## config.mk

```make
export PLATFORM = sky130hd
export DESIGN_NAME = alu_ref_unit
export DESIGN_NICKNAME = d
export VERILOG_FILES = /design/src/rtl/alu_pkg.sv /design/src/rtl/alu_golden_rom.sv /design/src/rtl/alu_ref_unit.sv
export SDC_FILE = /design/constraint.sdc
export NUM_CORES = 1
export LEC_CHECK = 0
export CAP_MARGIN = 20
export CORE_MARGIN = 2
export CORE_UTILIZATION = 55
export DETAILED_ROUTE_END_ITERATION = 6
export PLACE_DENSITY = 0.83
export REMOVE_ABC_BUFFERS = 1
export SLEW_MARGIN = 20
export SYNTH_ARGS = -nofsm -noshare
export SYNTH_HDL_FRONTEND = slang
export SYNTH_HIERARCHICAL = 1
export SYNTH_SLANG_ARGS = --single-unit
```

## constraint.sdc

```tcl
create_clock -name clk -period 1.34 [get_ports clk]
set_input_delay 0.134 -clock clk [delete_from_list [all_inputs] [get_ports clk]]
set_output_delay 0.134 -clock clk [all_outputs]
set_load 0.01 [all_outputs]
```

## src/rtl/alu_pkg.sv

```systemverilog
// Shared ALU definitions: opcode constants and the reference ALU function.
// Both the live datapath and the golden ROM evaluate alu_f, so the table
// of expected results always tracks the datapath behaviour.
package alu_pkg;

  localparam int unsigned OP_CODES = 16;

  localparam logic [3:0] OP_ADD  = 4'd0;
  localparam logic [3:0] OP_SUB  = 4'd1;
  localparam logic [3:0] OP_AND  = 4'd2;
  localparam logic [3:0] OP_OR   = 4'd3;
  localparam logic [3:0] OP_XOR  = 4'd4;
  localparam logic [3:0] OP_NOT  = 4'd5;
  localparam logic [3:0] OP_SHL  = 4'd6;
  localparam logic [3:0] OP_SHR  = 4'd7;
  localparam logic [3:0] OP_NAND = 4'd8;
  localparam logic [3:0] OP_NOR  = 4'd9;
  localparam logic [3:0] OP_XNOR = 4'd10;
  localparam logic [3:0] OP_INC  = 4'd11;
  localparam logic [3:0] OP_DEC  = 4'd12;
  localparam logic [3:0] OP_PASA = 4'd13;
  localparam logic [3:0] OP_PASB = 4'd14;
  localparam logic [3:0] OP_ZERO = 4'd15;

  // Operands arrive zero-extended to 32 bits; the caller keeps the low
  // BITS bits of the result, which gives modulo 2**BITS wrap for every op
  // (logical right shift stays correct because the upper bits are zero).
  function automatic logic [31:0] alu_f(input logic [3:0]  op,
                                        input logic [31:0] a,
                                        input logic [31:0] b);
    logic [31:0] r;
    r = '0;
    case (op)
      OP_ADD:  r = a + b;
      OP_SUB:  r = a - b;
      OP_AND:  r = a & b;
      OP_OR:   r = a | b;
      OP_XOR:  r = a ^ b;
      OP_NOT:  r = ~a;
      OP_SHL:  r = a << 1;
      OP_SHR:  r = a >> 1;
      OP_NAND: r = ~(a & b);
      OP_NOR:  r = ~(a | b);
      OP_XNOR: r = ~(a ^ b);
      OP_INC:  r = a + 32'd1;
      OP_DEC:  r = a - 32'd1;
      OP_PASA: r = a;
      OP_PASB: r = b;
      default: r = '0;
    endcase
    return r;
  endfunction

endpackage

```

## src/rtl/alu_golden_rom.sv

```systemverilog
// Read-only table of golden ALU results: entry k holds alu_f(k, REF_A, REF_B)
// for the 16 opcodes, all higher entries are zero. Registered read with enable.
module alu_golden_rom
  import alu_pkg::*;
#(
  parameter int BITS  = 8,
  parameter int SIZE  = 6,
  parameter int REF_A = 4,
  parameter int REF_B = 2
) (
  input  logic            clk,
  input  logic            reset,
  input  logic            en,
  input  logic [SIZE-1:0] addr,
  output logic [BITS-1:0] data
);

  logic [BITS-1:0] rom [0:(2**SIZE)-1];

  for (genvar k = 0; k < 2**SIZE; k++) begin : g_rom
    if (k < OP_CODES) begin : g_op
      assign rom[k] = BITS'(alu_f(4'(k), 32'(REF_A), 32'(REF_B)));
    end else begin : g_zero
      assign rom[k] = '0;
    end
  end

  // Registered table read; data holds its value while en is low.
  always_ff @(posedge clk or posedge reset) begin
    if (reset) begin
      data <= '0;
    end else if (en) begin
      data <= rom[addr];
    end
  end

endmodule

```

## src/rtl/alu_ref_unit.sv

```systemverilog
// Clocked ALU with a golden-result ROM and a combinational compare flag,
// used as a self-test arithmetic leaf: driving op=addr with the reference
// operands makes out and data agree, raising match.
module alu_ref_unit
  import alu_pkg::*;
#(
  parameter int BITS  = 8,
  parameter int OP    = 4,
  parameter int SIZE  = 6,
  parameter int REF_A = 4,
  parameter int REF_B = 2
) (
  input  logic            clk,
  input  logic            reset,
  input  logic [OP-1:0]   op,
  input  logic [BITS-1:0] inp1,
  input  logic [BITS-1:0] inp2,
  input  logic            en,
  input  logic [SIZE-1:0] addr,
  output logic [BITS-1:0] out,
  output logic [BITS-1:0] data,
  output logic            match
);

  logic [BITS-1:0] alu_next;

  assign alu_next = BITS'(alu_f(4'(op), 32'(inp1), 32'(inp2)));

  // ALU result register, one cycle of latency.
  always_ff @(posedge clk or posedge reset) begin
    if (reset) begin
      out <= '0;
    end else begin
      out <= alu_next;
    end
  end

  alu_golden_rom #(
    .BITS  (BITS),
    .SIZE  (SIZE),
    .REF_A (REF_A),
    .REF_B (REF_B)
  ) u_rom (
    .clk   (clk),
    .reset (reset),
    .en    (en),
    .addr  (addr),
    .data  (data)
  );

  assign match = (out == data);

endmodule

```

==> flow_metrics.tcl, run 1 <==
set metrics [dict create \
    outcome "finished with violations" \
    violations "DRC, setup timing" \
    crit_path_start_kind "primary input" \
    grtUsageTotal 0.421 \
    met1_usage 0.425 \
    wirelength_mm 15.2 \
    grt_max_degree 26 \
    fin_nets 543 \
    holdWs_ns 0.162 \
    synth-seq-area-share 0.131 \
    syn_inst 334 \
    setup_viol 13 \
    place_congestion 0.941 \
    drc_errors 221 \
    grtUsageMet3 0.0983 \
    dr.pass1.iters 7 \
    slew_viol_final 0 \
    peakVddDrop_v 0.000346 \
    synth-main-ff-cell "dfrtp_1" \
    path_clk_slew_ns 0.06 \
    vias 4108 \
    power.density_nw_per_um2 658 \
    worst_path_largest_cell_delay_ns 0.33 \
    top_usage_layer "met2" \
    clk_latency_ns 0.25 \
    p_int_w 0.00154 \
    synthArstFlopShare 1.00 \
    swShare 0.435 \
    dieWidth_um 71.1 \
    final-hold-violation-count 0 \
    post-route-period-util 1.93 \
    htreeDepth 1 \
    cts_root_buffer "clkbuf_8" \
    comb_power_share 0.690 \
    synth_seq_cells 13 \
    synth_edf_count 0 \
    syn_area_um2 2480 \
    crit_slowest_cell "ha_1" \
    portBuffers 45 \
    clockPowerShare 0.132 \
    avgSynthCellArea_um2 7.41 \
    crit_chain "buf_2 -> buf_6 -> inv_1 -> a31oi_1 -> or2_4 -> a21oi_2 -> o22ai_1 -> ha_1 -> o21a_1 -> o31a_1 -> nor3_2 -> o21ai_2 -> xnor3_1 -> o221ai_2" \
    wl_per_cell_um 28.4 \
    cp.arrival_ns 2.74 \
    worst_pin_slew_ns 0.503 \
    cts.sinks 13 \
    mostFrequentLayoutCell "buf_4" \
    fin_skew_ns 0 \
    seqPwrFrac 0.178 \
    layout_setup_ws_ns -1.24 \
    clk_path_buf_depth 2 \
    yosys_warnings 6 \
    viasPerCell 7.71 \
    drive_above_1_share 0.393 \
    fmax_ghz 0.388 \
    min_path_type "in2async" \
    boundaryPins 46 \
    placementRows 24 \
    syn_to_final_growth_pct 67.1 \
    reg2reg_depth 3 \
    met2_usage 0.729 \
    start_util 0.569 \
    crit_type "in2reg" \
    fp.dieArea_um2 5050 \
    gr-total-overflow 0 \
    dp_hpwl_mm 7.01 \
    cap_violations 0 \
    synth.distinct_cells 56 \
    cts_tree "done" \
    grt_pass1_vias 3563 \
    core_area_um2 4350 \
    crit_fanout 3 \
    grt_pass1_wl_mm 16.7 \
    rsz0062_at_grt "yes" \
    min_period_ns 2.58 \
    cts_buffers 3 \
    cp.required_ns 1.50 \
    antenna_cells 0 \
    die_h_um 71.1 \
    relSlewSlack 0.661 \
    cp-end-kind "register" \
    leakage_nw 1.95 \
    final_util 0.950 \
    power_switching_w 0.00118 \
    ant_nets 0 \
    grt_antenna_before_repair 0 \
    first_iter_violations 1178 \
    mostFrequentLayoutCells "104 x buf_4, 29 x clkdlybuf4s50_1, 26 x inv_1, 26 x ha_1" \
]
-- cells by family (layout without fill, tap and decap cells) --
group                      count (synthesis)  in the layout  share of synthesized area
xor gates and xnor gates                  17             17                     0.0657
buffers and inverters                     52            199                     0.0834
DFF                                       13             13                      0.131
muxes                                     10             10                     0.0465
and+or+nand+nor                           96             96                      0.203
adders and majority gates                 32             32                      0.165
AOI/OAI and AO/OA                        114            114                      0.306
-- synthesized netlist by cell type, drive strengths merged, types with 2 or more instances --
cell | count | area, µm²
and3 | 2 | 12.5
nor2b | 8 | 50.1
o21ai | 25 | 125
a21boi | 3 | 22.5
nand3 | 5 | 25.0
or3 | 2 | 12.5
nand2 | 21 | 78.8
mux2i | 7 | 70.1
xor2 | 2 | 17.5
ha | 31 | 388
a31oi | 5 | 31.3
o22ai | 12 | 75.1
mux2 | 2 | 22.5
o211ai | 3 | 22.5
inv | 35 | 131
nor3b | 3 | 22.5
a211o | 2 | 17.5
nand2b | 13 | 81.3
a22oi | 2 | 15.0
a21oi | 30 | 150
o221ai | 4 | 41.3
xnor2 | 14 | 123
nor2 | 25 | 93.8
nor3 | 7 | 35.0
o32ai | 6 | 67.6
nand4 | 2 | 12.5
a221oi | 3 | 26.3
o21a | 4 | 30.0
buf | 8 | 41.3
and2 | 2 | 12.5
clkbuf | 9 | 33.8
dfrtp | 13 | 325
a32oi | 4 | 35.0
a21o | 2 | 15.0
-- layer usage --
metal,up-vias,share of wire
met4,0,0.14
met3,275,0.17
li1,1505,-
met2,567,0.39
met5,-,0
met1,1761,0.30
-- what timing repair did --
item                       4_1_cts  5_1_grt
pin swaps                       30       26
hold buffers                     0        0
setup endpoints to repair       17       14
resized for setup              102       38
buffers inserted                12        4
-- state kept, by name (all words and copies together) (netlist names) --
| register | cells |
|---|---|
| out | 8 |
| u_rom/data | 5 |
-- power by group through the flow --
stage               registers [W]  logic [W]  clock network (W)
floorplan                0.000515   0.000577                  0
global placement         0.000484    0.00127                  0
detailed placement       0.000487    0.00132                  0
CTS                      0.000481    0.00146           0.000351
global route             0.000487    0.00192           0.000381
finish                   0.000486    0.00188           0.000358
-- final cells by class --
type,instances,area (µm²)
multi-input combinational,269,2210
timing repair buffer,160,1350
sequential,13,325
fill,113,216
inverter,35,146
tap,52,65.1
clock buffer,3,41.3
clock inverter,1,5.00
-- worst max-delay path, delay by kind of cell --
family          cells  cell delay [ns]
xor+xnor            1             0.27
fa+ha+maj           1             0.33
simple gates        2             0.36
buf+inv             3             0.41
compound gates      7             1.23
-- path summary, 6_finish.rpt --
kind	start	end	slack (ns)
max	inp2[2]	out[7]	-1.24
min	reset	u_rom/data[2]	0.16
max reg2reg	u_rom/data[6]	u_rom/data[6]	0.39
min reg2reg	u_rom/data[1]	u_rom/data[1]	0.66
max in group asynchronous	reset	out[7]	0.88
min in group clk	inp1[0]	out[1]	0.44
-- per-stage QoR --
step | setup WS [ns] | setup TNS [ns] | area (µm²) | cells | power, W
2_1_floorplan | -1.07 | -5.18 | 2400 | 317 | 0.00109
3_3_place_gp | -1.65 | -11.73 | 3670 | 514 | 0.00176
3_5_place_dp | -1.80 | -12.36 | 3670 | 514 | 0.00181
4_1_cts | -0.978 | -6.24 | 3970 | 530 | 0.00229
5_1_grt | -1.36 | -10.08 | 4140 | 533 | 0.00279
6_report | -1.24 | -8.92 | 4140 | 533 | 0.00272
No activity file was read; power rests on OpenSTA's default activity.
==> run 2, diff against run 1 <==
--- a/config.mk
+++ b/config.mk
@@ -7,9 +7,10 @@
 export LEC_CHECK = 0
 export CAP_MARGIN = 20
 export CORE_MARGIN = 2
-export CORE_UTILIZATION = 55
+export CORE_UTILIZATION = 30
 export DETAILED_ROUTE_END_ITERATION = 6
-export PLACE_DENSITY = 0.83
+export GPL_ROUTABILITY_DRIVEN = 0
+export PLACE_DENSITY = 0.51
 export REMOVE_ABC_BUFFERS = 1
 export SLEW_MARGIN = 20
 export SYNTH_ARGS = -nofsm -noshare
==> run 2 against run 1 <==
- the flow finishes with violations (setup timing)
- register-to-register slack better by 0.04 ns
- clock skew did not move
- combinational power is 16% lower
- sequential share of layout area is 0.27 points lower
- critical path depth shrank 2
- clock power shrank 5%
- die area up 78%
- via count shrank 26%
- global-route usage decreased by 22 points
- maximum frequency grew 14%
- count of clock-buffer cells in the layout increased by 1
- critical path type unchanged
- critical endpoint unchanged
- largest cell class unchanged
- largest power group unchanged
==> flow_metrics.tcl, run 2 (synthesized netlist as in run 1, its figures left out) <==
set metrics [dict create \
    antenna_cells 0 \
    violations "setup timing" \
    cp.required_ns 1.50 \
    min_period_ns 2.25 \
    grt_antenna_before_repair 0 \
    mostFrequentLayoutCells "95 x buf_4, 28 x inv_1, 27 x ha_1, 25 x a21oi_1, 22 x clkdlybuf4s50_1" \
    regMostFlops "out" \
    dieWidth_um 94.9 \
    cts.sinks 13 \
    fin_nets 541 \
    cts_buffers 3 \
    htreeDepth 1 \
    worst_pin_slew_ns 0.743 \
    setup_viol 12 \
    path_delay_family "simple AND/OR/NAND/NOR gates" \
    critPathBufInv 1 \
    fmax_ghz 0.444 \
    r2r-start "u_rom/data[6]" \
    worst_path_largest_cell_delay_ns 0.55 \
    post-route-period-util 1.68 \
    slew_viol_final 0 \
    relSlewSlack 0.503 \
    cts_tree "done" \
    crit_path_start_kind "primary input" \
    rr_endpoint "u_rom/data[6]" \
    hold_buffers 0 \
    placementRows 33 \
    dp_hpwl_mm 7.02 \
    ant_nets 0 \
    drc_errors 0 \
    r2r_slack_ns 0.43 \
    mostFrequentLayoutCell "buf_4" \
    first_iter_violations 175 \
    cp-end-kind "register" \
    clk_path_buf_depth 2 \
    viasPerCell 5.19 \
    dr.pass1.iters 5 \
    rsz0062_at_grt "yes" \
    wirelength_mm 9.03 \
    drive_above_1_share 0.392 \
    clk_latency_ns 0.23 \
    outcome "finished with violations" \
    reg2reg_depth 3 \
    final-hold-violation-count 0 \
    syn_to_final_growth_pct 73.0 \
    fin_skew_ns 0 \
    grt_max_degree 33 \
    grt_pass1_vias 2988 \
    die_h_um 94.9 \
    reg_top3 "out (8), u_rom/data (5)" \
    start_util 0.306 \
    fp.dieArea_um2 9000 \
    power.density_nw_per_um2 559 \
    portBuffers 45 \
    largest_register_ffs 8 \
    cp.arrival_ns 2.41 \
    preCtsSetupSlack_ns -1.71 \
    layout_setup_ws_ns -0.914 \
    grt_pass1_wl_mm 14.3 \
    crit_slowest_cell "or4_4" \
    peakVddDrop_v 0.000282 \
    min_path_type "in2async" \
    leakage_nw 2.00 \
    cts_root_buffer "clkbuf_8" \
    core_area_um2 8090 \
    boundaryPins 46 \
    crit_fanout 3 \
    path_clk_slew_ns 0.06 \
    holdWs_ns 0.131 \
    nFillCells 806 \
    grtUsageTotal 0.202 \
    cap_violations 0 \
    gr-total-overflow 0 \
    vias 3031 \
    crit_chain "buf_8 -> or4_4 -> nand2b_4 -> and2_4 -> o21ai_2 -> nor2b_1 -> o22ai_1 -> ha_1 -> o211ai_1 -> o21ai_1 -> xnor3_1 -> o221ai_2" \
    crit_type "in2reg" \
    wl_per_cell_um 15.5 \
]
-- run 2: cell types whose count changed in the layout (fill, tap and decap cells not counted), moves of 3 or more --
cell             delta
dlygate4sd2_1       +7
buf_12              +4
clkdlybuf4s50_1     -7
buf_4               -9
nor2_2              +4
nor2_1              -3
-- run 2: worst max-delay path by stage --
stage | start | end | slack [ns] | depth (start not counted)
after floorplan | inp2[2] | out[7] | -1.07 | 11
after global routing | inp2[0] | out[7] | -1.04 | 12
after detailed placement | inp2[1] | out[6] | -1.71 | 11
after CTS | inp2[3] | out[7] | -0.92 | 12
final | inp2[0] | out[7] | -0.91 | 12
after global placement | inp2[1] | out[7] | -1.66 | 14
-- run 2: per-stage QoR --
step | utilization | total power (W) | cell area [µm²] | TNS [ns] | std cells
floorplan | - | 0.00109 | 2400 | -5.18 | 317
global placement | 0.466 | 0.00184 | 3770 | -11.97 | 572
detailed placement | 0.466 | 0.00185 | 3770 | -12.38 | 572
CTS | 0.503 | 0.00230 | 4070 | -5.89 | 582
global route | 0.529 | 0.00257 | 4280 | -6.52 | 584
finish | 0.529 | 0.00239 | 4280 | -5.67 | 584
-- run 2: what timing repair did --
item,4_1_cts,5_1_grt
pin swaps,30,26
gates resized for setup,121,38
endpoints found under the hold margin,0,0
buffers inserted,6,2
gates cloned,0,2
setup endpoints to repair,24,16
-- run 2: area by class of cell --
class / instances / area, µm² / area share
clock buffer: 4 / 45.0 / 0.0105
sequential: 13 / 325 / 0.0760
multi-input combinational: 269 / 2220 / 0.519
timing repair buffer: 158 / 1420 / 0.332
tap: 105 / 131 / 0.0307
inverter: 35 / 139 / 0.0324
-- run 2: report_power, final --
part           internal, W  total, W  leakage, nW  switching [W]
logic             0.000865   0.00157         1.82       0.000703
registers         0.000443  0.000485        0.164      0.0000413
clock network     0.000209  0.000341       0.0228       0.000132
total              0.00152   0.00239         2.00       0.000876
-- run 2: layer usage --
layer / vias to the layer above / wire (µm) / global-route usage
li1: 1501 / - / -
met1: 1412 / 3870 / 0.256
met2: 110 / 4590 / 0.372
met3: 8 / 441 / 0.0144
met4: 0 / 132 / 0.0459
met5: - / 0 / 0
==> patch 1, RTL diff (flow settings as in run 1) <==
`BITS` is set to 8 in 2 places; all go to 12.
--- a/src/rtl/alu_golden_rom.sv
+++ b/src/rtl/alu_golden_rom.sv
@@ -5,3 +5,3 @@
 #(
-  parameter int BITS  = 8,
+  parameter int BITS  = 12,
   parameter int SIZE  = 6,
--- a/src/rtl/alu_ref_unit.sv
+++ b/src/rtl/alu_ref_unit.sv
@@ -6,3 +6,3 @@
 #(
-  parameter int BITS  = 8,
+  parameter int BITS  = 12,
   parameter int OP    = 4,
Interface: changed (resized data, inp1, inp2 and out); port bits go from 46 to 62. No check against the original RTL was run, so the function may have changed too.
==> patch 1 against run 1 <==
  * The flow now stops in global routing (5_1_grt)
  * Area after synthesis increased by 37%
==> patch 1: results (changes against run 1) <==
- Outcome: aborted with a tool error (was finished with violations).
- The failing step is global routing (5_1_grt).
- The tool reported: "[ERROR DPL-0038] Utilization greater than 100%, impossible to legalize".
- The flip-flop cell with the highest count after synthesis is sky130_fd_sc_hd__dfrtp_1 (unchanged).
- The pin count of the biggest net entering global routing is 39.
- The total of buffers placed on input and output ports is 61 (was 45).
- The proportion of register bits with asynchronous set or reset after synthesis was 1.00 (unchanged).
- Most frequent cells after synthesis: sky130_fd_sc_hd__ha_1 (42), sky130_fd_sc_hd__inv_1 (39), sky130_fd_sc_hd__nand2_1 (34), sky130_fd_sc_hd__nor2_1 (34), sky130_fd_sc_hd__o21ai_0 (32) (was sky130_fd_sc_hd__inv_1 (34), sky130_fd_sc_hd__ha_1 (31), sky130_fd_sc_hd__a21oi_1 (30), sky130_fd_sc_hd__nor2_1 (25), sky130_fd_sc_hd__o21ai_0 (25)).
- The register bit count reported by yosys is 17 (was 13).
- The placer's final routability congestion estimate is 0.984 (was 0.941).
- The worst setup endpoint after the global-route repair_timing is out[10]$_DFF_PP0_/D.
- The HPWL reported at the end of detailed placement was 10600 um (was 7010 um).
- The H-tree depth reported by CTS is 1 (unchanged).
- After the last repair the worst path ends at a register data pin.
- Ranking of synthesized cells by area: sky130_fd_sc_hd__ha_1 (15%), sky130_fd_sc_hd__dfrtp_1 (13%), sky130_fd_sc_hd__xnor2_1 (5.2%) (was sky130_fd_sc_hd__ha_1 (16%), sky130_fd_sc_hd__dfrtp_1 (13%), sky130_fd_sc_hd__a21oi_1 (6.1%)).
- The total placed instance area is 4970 um2 (was 3670 um2).
- The standard-cell row count is 28 (was 24).
- The clock root buffer master is sky130_fd_sc_hd__clkbuf_8 (unchanged).
- The TritonCTS buffer count is 3 (unchanged).
- The buffer depth of the longest clock path came to 2 (unchanged).
- The share of synthesized area occupied by flip-flops and latches is 0.125 (was 0.131).
- The synthesis warning total was 6 (unchanged).
- The number of distinct standard cells referenced by the synthesized netlist is 66 (was 56).
patch 1: cell count changes after synthesis, sizes merged, moves of 5 or more:
| cell | run 1 | this run |
|---|---|---|
| nand2 | 21 | 34 |
| ha | 31 | 42 |
| nor2 | 25 | 34 |
| buf | 8 | 16 |
| clkbuf | 9 | 17 |
| o221ai | 4 | 12 |
| o21ai | 25 | 32 |
| xnor2 | 14 | 20 |
| mux2i | 7 | 12 |
| o211ai | 3 | 8 |
patch 1: cells by family after synthesis:
kind of cell / Yosys count / synth area share
AOI/OAI and AO/OA: 161 / 0.329
buffers and inverters: 73 / 0.0932
DFF: 17 / 0.125
and+or+nand+nor: 120 / 0.176
muxes: 15 / 0.0486
xor gates and xnor gates: 26 / 0.0671
adders and majority gates: 43 / 0.161
patch 1: through the flow:
| stage | worst slack (ns) | hold slack, ns | setup TNS, ns | instances |
|---|---|---|---|---|
| after global placement | -1.98 | 0.378 | -19.68 | 695 |
| after detailed placement | -2.15 | 0.421 | -21.50 | 695 |
| after floorplan | -1.49 | -0.0875 | -12.07 | 422 |
| after CTS | -1.08 | 0.157 | -8.97 | 719 |
patch 1: what timing repair did:
item | in CTS
resized for setup | 212
cloned | 2
setup endpoints to repair | 32
pin swaps | 60
buffers inserted | 18
==> patch 2, RTL diff (settings of run 1) <==
Made on the original files. Register the inputs `op`, `inp1`, `inp2`, `en` and `addr` before use, with the module's reset. The logic sees them one clock later. Comments in the files are not updated.
--- a/src/rtl/alu_ref_unit.sv
+++ b/src/rtl/alu_ref_unit.sv
@@ -24,5 +24,27 @@
 
+  logic [OP-1:0] op_q;
+  logic [BITS-1:0] inp1_q;
+  logic [BITS-1:0] inp2_q;
+  logic en_q;
+  logic [SIZE-1:0] addr_q;
+
+  always_ff @(posedge clk or posedge reset) begin
+    if (reset) begin
+      op_q   <= '0;
+      inp1_q <= '0;
+      inp2_q <= '0;
+      en_q   <= '0;
+      addr_q <= '0;
+    end else begin
+      op_q   <= op;
+      inp1_q <= inp1;
+      inp2_q <= inp2;
+      en_q   <= en;
+      addr_q <= addr;
+    end
+  end
+
   logic [BITS-1:0] alu_next;
 
-  assign alu_next = BITS'(alu_f(4'(op), 32'(inp1), 32'(inp2)));
+  assign alu_next = BITS'(alu_f(4'(op_q), 32'(inp1_q), 32'(inp2_q)));
 
@@ -45,4 +67,4 @@
     .reset (reset),
-    .en    (en),
-    .addr  (addr),
+    .en    (en_q),
+    .addr  (addr_q),
     .data  (data)
Behaviour: not the same (Yosys sat finds a counterexample within 4 cycles, from zero or initial values and one cycle with reset high).
==> patch 2 against run 1 <==
  * The flow finishes with violations (negative setup slack)
  * Final cell count rose by 6.9%
  * Register-to-register slack got worse by 2.1 ns
  * Area after synthesis rose by 30%
  * Cell area rose by 15%
  * Clock skew rose by 0.0049 ns
  * Synthesized cell count rose by 12%
  * Setup slack got worse by 0.45 ns
  * Routed wire length fell by 22%
  * Sequential power rose to 2.9 times the old value
  * Worst hold slack got worse by 0.11 ns
  * Total power rose by 49%
  * Sequential cell count rose by 27
  * Count of clock-buffer cells in the layout rose by 3
  * Critical path type is now flop to flop
  * Largest cell class unchanged
==> patch 2: results (changes against run 1) <==
- Outcome: finished with violations (unchanged).
- The post-synthesis area per instance is 8.57 um2 (was 7.41 um2).
- The number of fill cells in the layout is 318 (was 113).
- The number of instances in the placed design came to 551 (was 514).
- The HPWL reported at the end of detailed placement is 7390 um (was 7010 um).
- Violations in the final reports: negative setup slack (was design-rule violations, negative setup slack).
- The number of global-route vias before repair was 3419 (was 3563).
- The slowest library cell on the worst path is sky130_fd_sc_hd__dfrtp_1 (was sky130_fd_sc_hd__ha_1).
- The final count of negative-setup-slack endpoints is 9 (was 13).
- The worst supply voltage drop on vdd is 0.762 mV (was 0.346 mV).
- The TritonCTS buffer count is 5 (was 3).
- The total via count after detailed routing was 3634 (was 4108).
- The number of iterations in the first detailed-routing pass is 5 (was 7).
- The final setup slack of the worst path is -1.69 ns (was -1.24 ns).
- The worst clock skew on the final layout is 0.00490 ns (was 0 ns).
- The global-route total usage across every layer is 0.334 (was 0.421).
- The arrival time of the worst setup path is 3.25 ns (was 2.74 ns).
- The count of routing violations after the opening detailed-route iteration was 491 (was 1178).
- The beginning of the critical path is inp2_q[1] (was inp2[2]).
- Most frequent cells after synthesis: sky130_fd_sc_hd__dfrtp_1 (40), sky130_fd_sc_hd__a21oi_1 (36), sky130_fd_sc_hd__ha_1 (31), sky130_fd_sc_hd__nand2_1 (30), sky130_fd_sc_hd__inv_1 (29) (was sky130_fd_sc_hd__inv_1 (34), sky130_fd_sc_hd__ha_1 (31), sky130_fd_sc_hd__a21oi_1 (30), sky130_fd_sc_hd__nor2_1 (25), sky130_fd_sc_hd__o21ai_0 (25)).
- The worst stage delay on the critical path is 0.41 ns (was 0.33 ns).
- The pin count of the biggest net entering global routing was 24 (was 26).
- The final-stage net count is 558 (was 543).
- The clock latency reported for the late side of the worst-skew pair is 0.30 ns (was 0.25 ns).
- The share of synthesized area occupied by flip-flops and latches is 0.312 (was 0.131).
- The buffer depth of the longest clock path is 2 (unchanged).
- The number of distinct standard cells referenced by the synthesized netlist is 54 (was 56).
- The static leakage power came to 2.19 nW (was 1.95 nW).
- The proportion of register bits with asynchronous set or reset after synthesis is 1.00 (unchanged).
- The class of the tightest hold or removal check is input port to async pin (unchanged).
- The placer's final routability congestion estimate is 0.938 (was 0.941).
- The share of post-route cells with drive strength above 1 is 0.327 (was 0.393).
- Ranking of synthesized cells by area: sky130_fd_sc_hd__dfrtp_1 (31%), sky130_fd_sc_hd__ha_1 (12%), sky130_fd_sc_hd__a21oi_1 (5.6%) (was sky130_fd_sc_hd__ha_1 (16%), sky130_fd_sc_hd__dfrtp_1 (13%), sky130_fd_sc_hd__a21oi_1 (6.1%)).
- The depth of the worst register-to-register path is 11 (was 3).
- The relative max-transition margin was 0.740 (was 0.661).
- The total of buffers placed on input and output ports is 45 (unchanged).
- The H-tree depth reported by CTS is 2 (was 1).
[patch 2: cell types whose count changed in the layout (fill, tap and decap cells not counted), sizes merged, moves of 6 or more]
cell,delta
buf,-26
dfrtp,+27
a21oi,+6
dlygate4sd2,+7
inv,-6
o21ai,-11
nand2,+9
[patch 2: per-stage QoR]
stage               cell area, um2  utilization  setup WS (ns)
finish                        4750        0.853          -1.69
global route                  4750        0.853          -1.78
CTS                           4570        0.820          -1.51
detailed placement            4270        0.765          -1.68
global placement              4270        0.765          -1.60
floorplan                     3110            -          -1.69
[patch 2: logic make-up after synthesis]
| kind of cell | share of synthesized area |
|---|---|
| muxes | 0.0359 |
| DFF | 0.312 |
| adders and majority gates | 0.127 |
| xor gates and xnor gates | 0.0562 |
| buffers and inverters | 0.0652 |
| AOI/OAI and AO/OA | 0.224 |
| and+or+nand+nor | 0.180 |
[patch 2: area by class of cell]
type	count	area, um2	share of cell area
clock buffer	6	82.6	0.0174
inverter	30	113	0.0237
sequential	40	1010	0.212
timing repair buffer	138	1180	0.248
tap	72	90.1	0.0190
multi-input combinational	282	2240	0.472
clock inverter	2	38.8	0.00816
[patch 2: routing by layer]
layer,wire [um],vias to the layer above,part of all wire,global-route usage
met5,0,-,0,0
met4,804,0,0.068,0.176
met3,1230,77,0.10,0.0708
met2,5680,295,0.48,0.569
met1,4150,1694,0.35,0.394
li1,-,1568,-,-
[patch 2: report_power, final]
| group | internal, W | leakage (nW) | switching (W) |
|---|---|---|---|
| Sequential | 0.00130 | 0.476 | 0.000104 |
| Combinational | 0.000810 | 1.65 | 0.000767 |
| Clock | 0.000609 | 0.0614 | 0.000453 |
| Total | 0.00272 | 2.19 | 0.00132 |
[patch 2: worst min-delay path by stage]
stage	start	end	slack (ns)
2_1_floorplan	reset	u_rom/data[0]	-0.09
3_3_place_gp	reset	u_rom/data[6]	0.38
3_5_place_dp	reset	u_rom/data[6]	0.38
4_1_cts	reset	u_rom/data[2]	0.05
5_1_grt	reset	u_rom/data[2]	0.06
6_report	reset	u_rom/data[2]	0.05
[patch 2: what timing repair did]
item | 4_1_cts | 5_1_grt
gates resized for setup | 72 | 37
pin swaps | 21 | 18
setup endpoints to repair | 27 | 13
setup buffers | 8 | 5
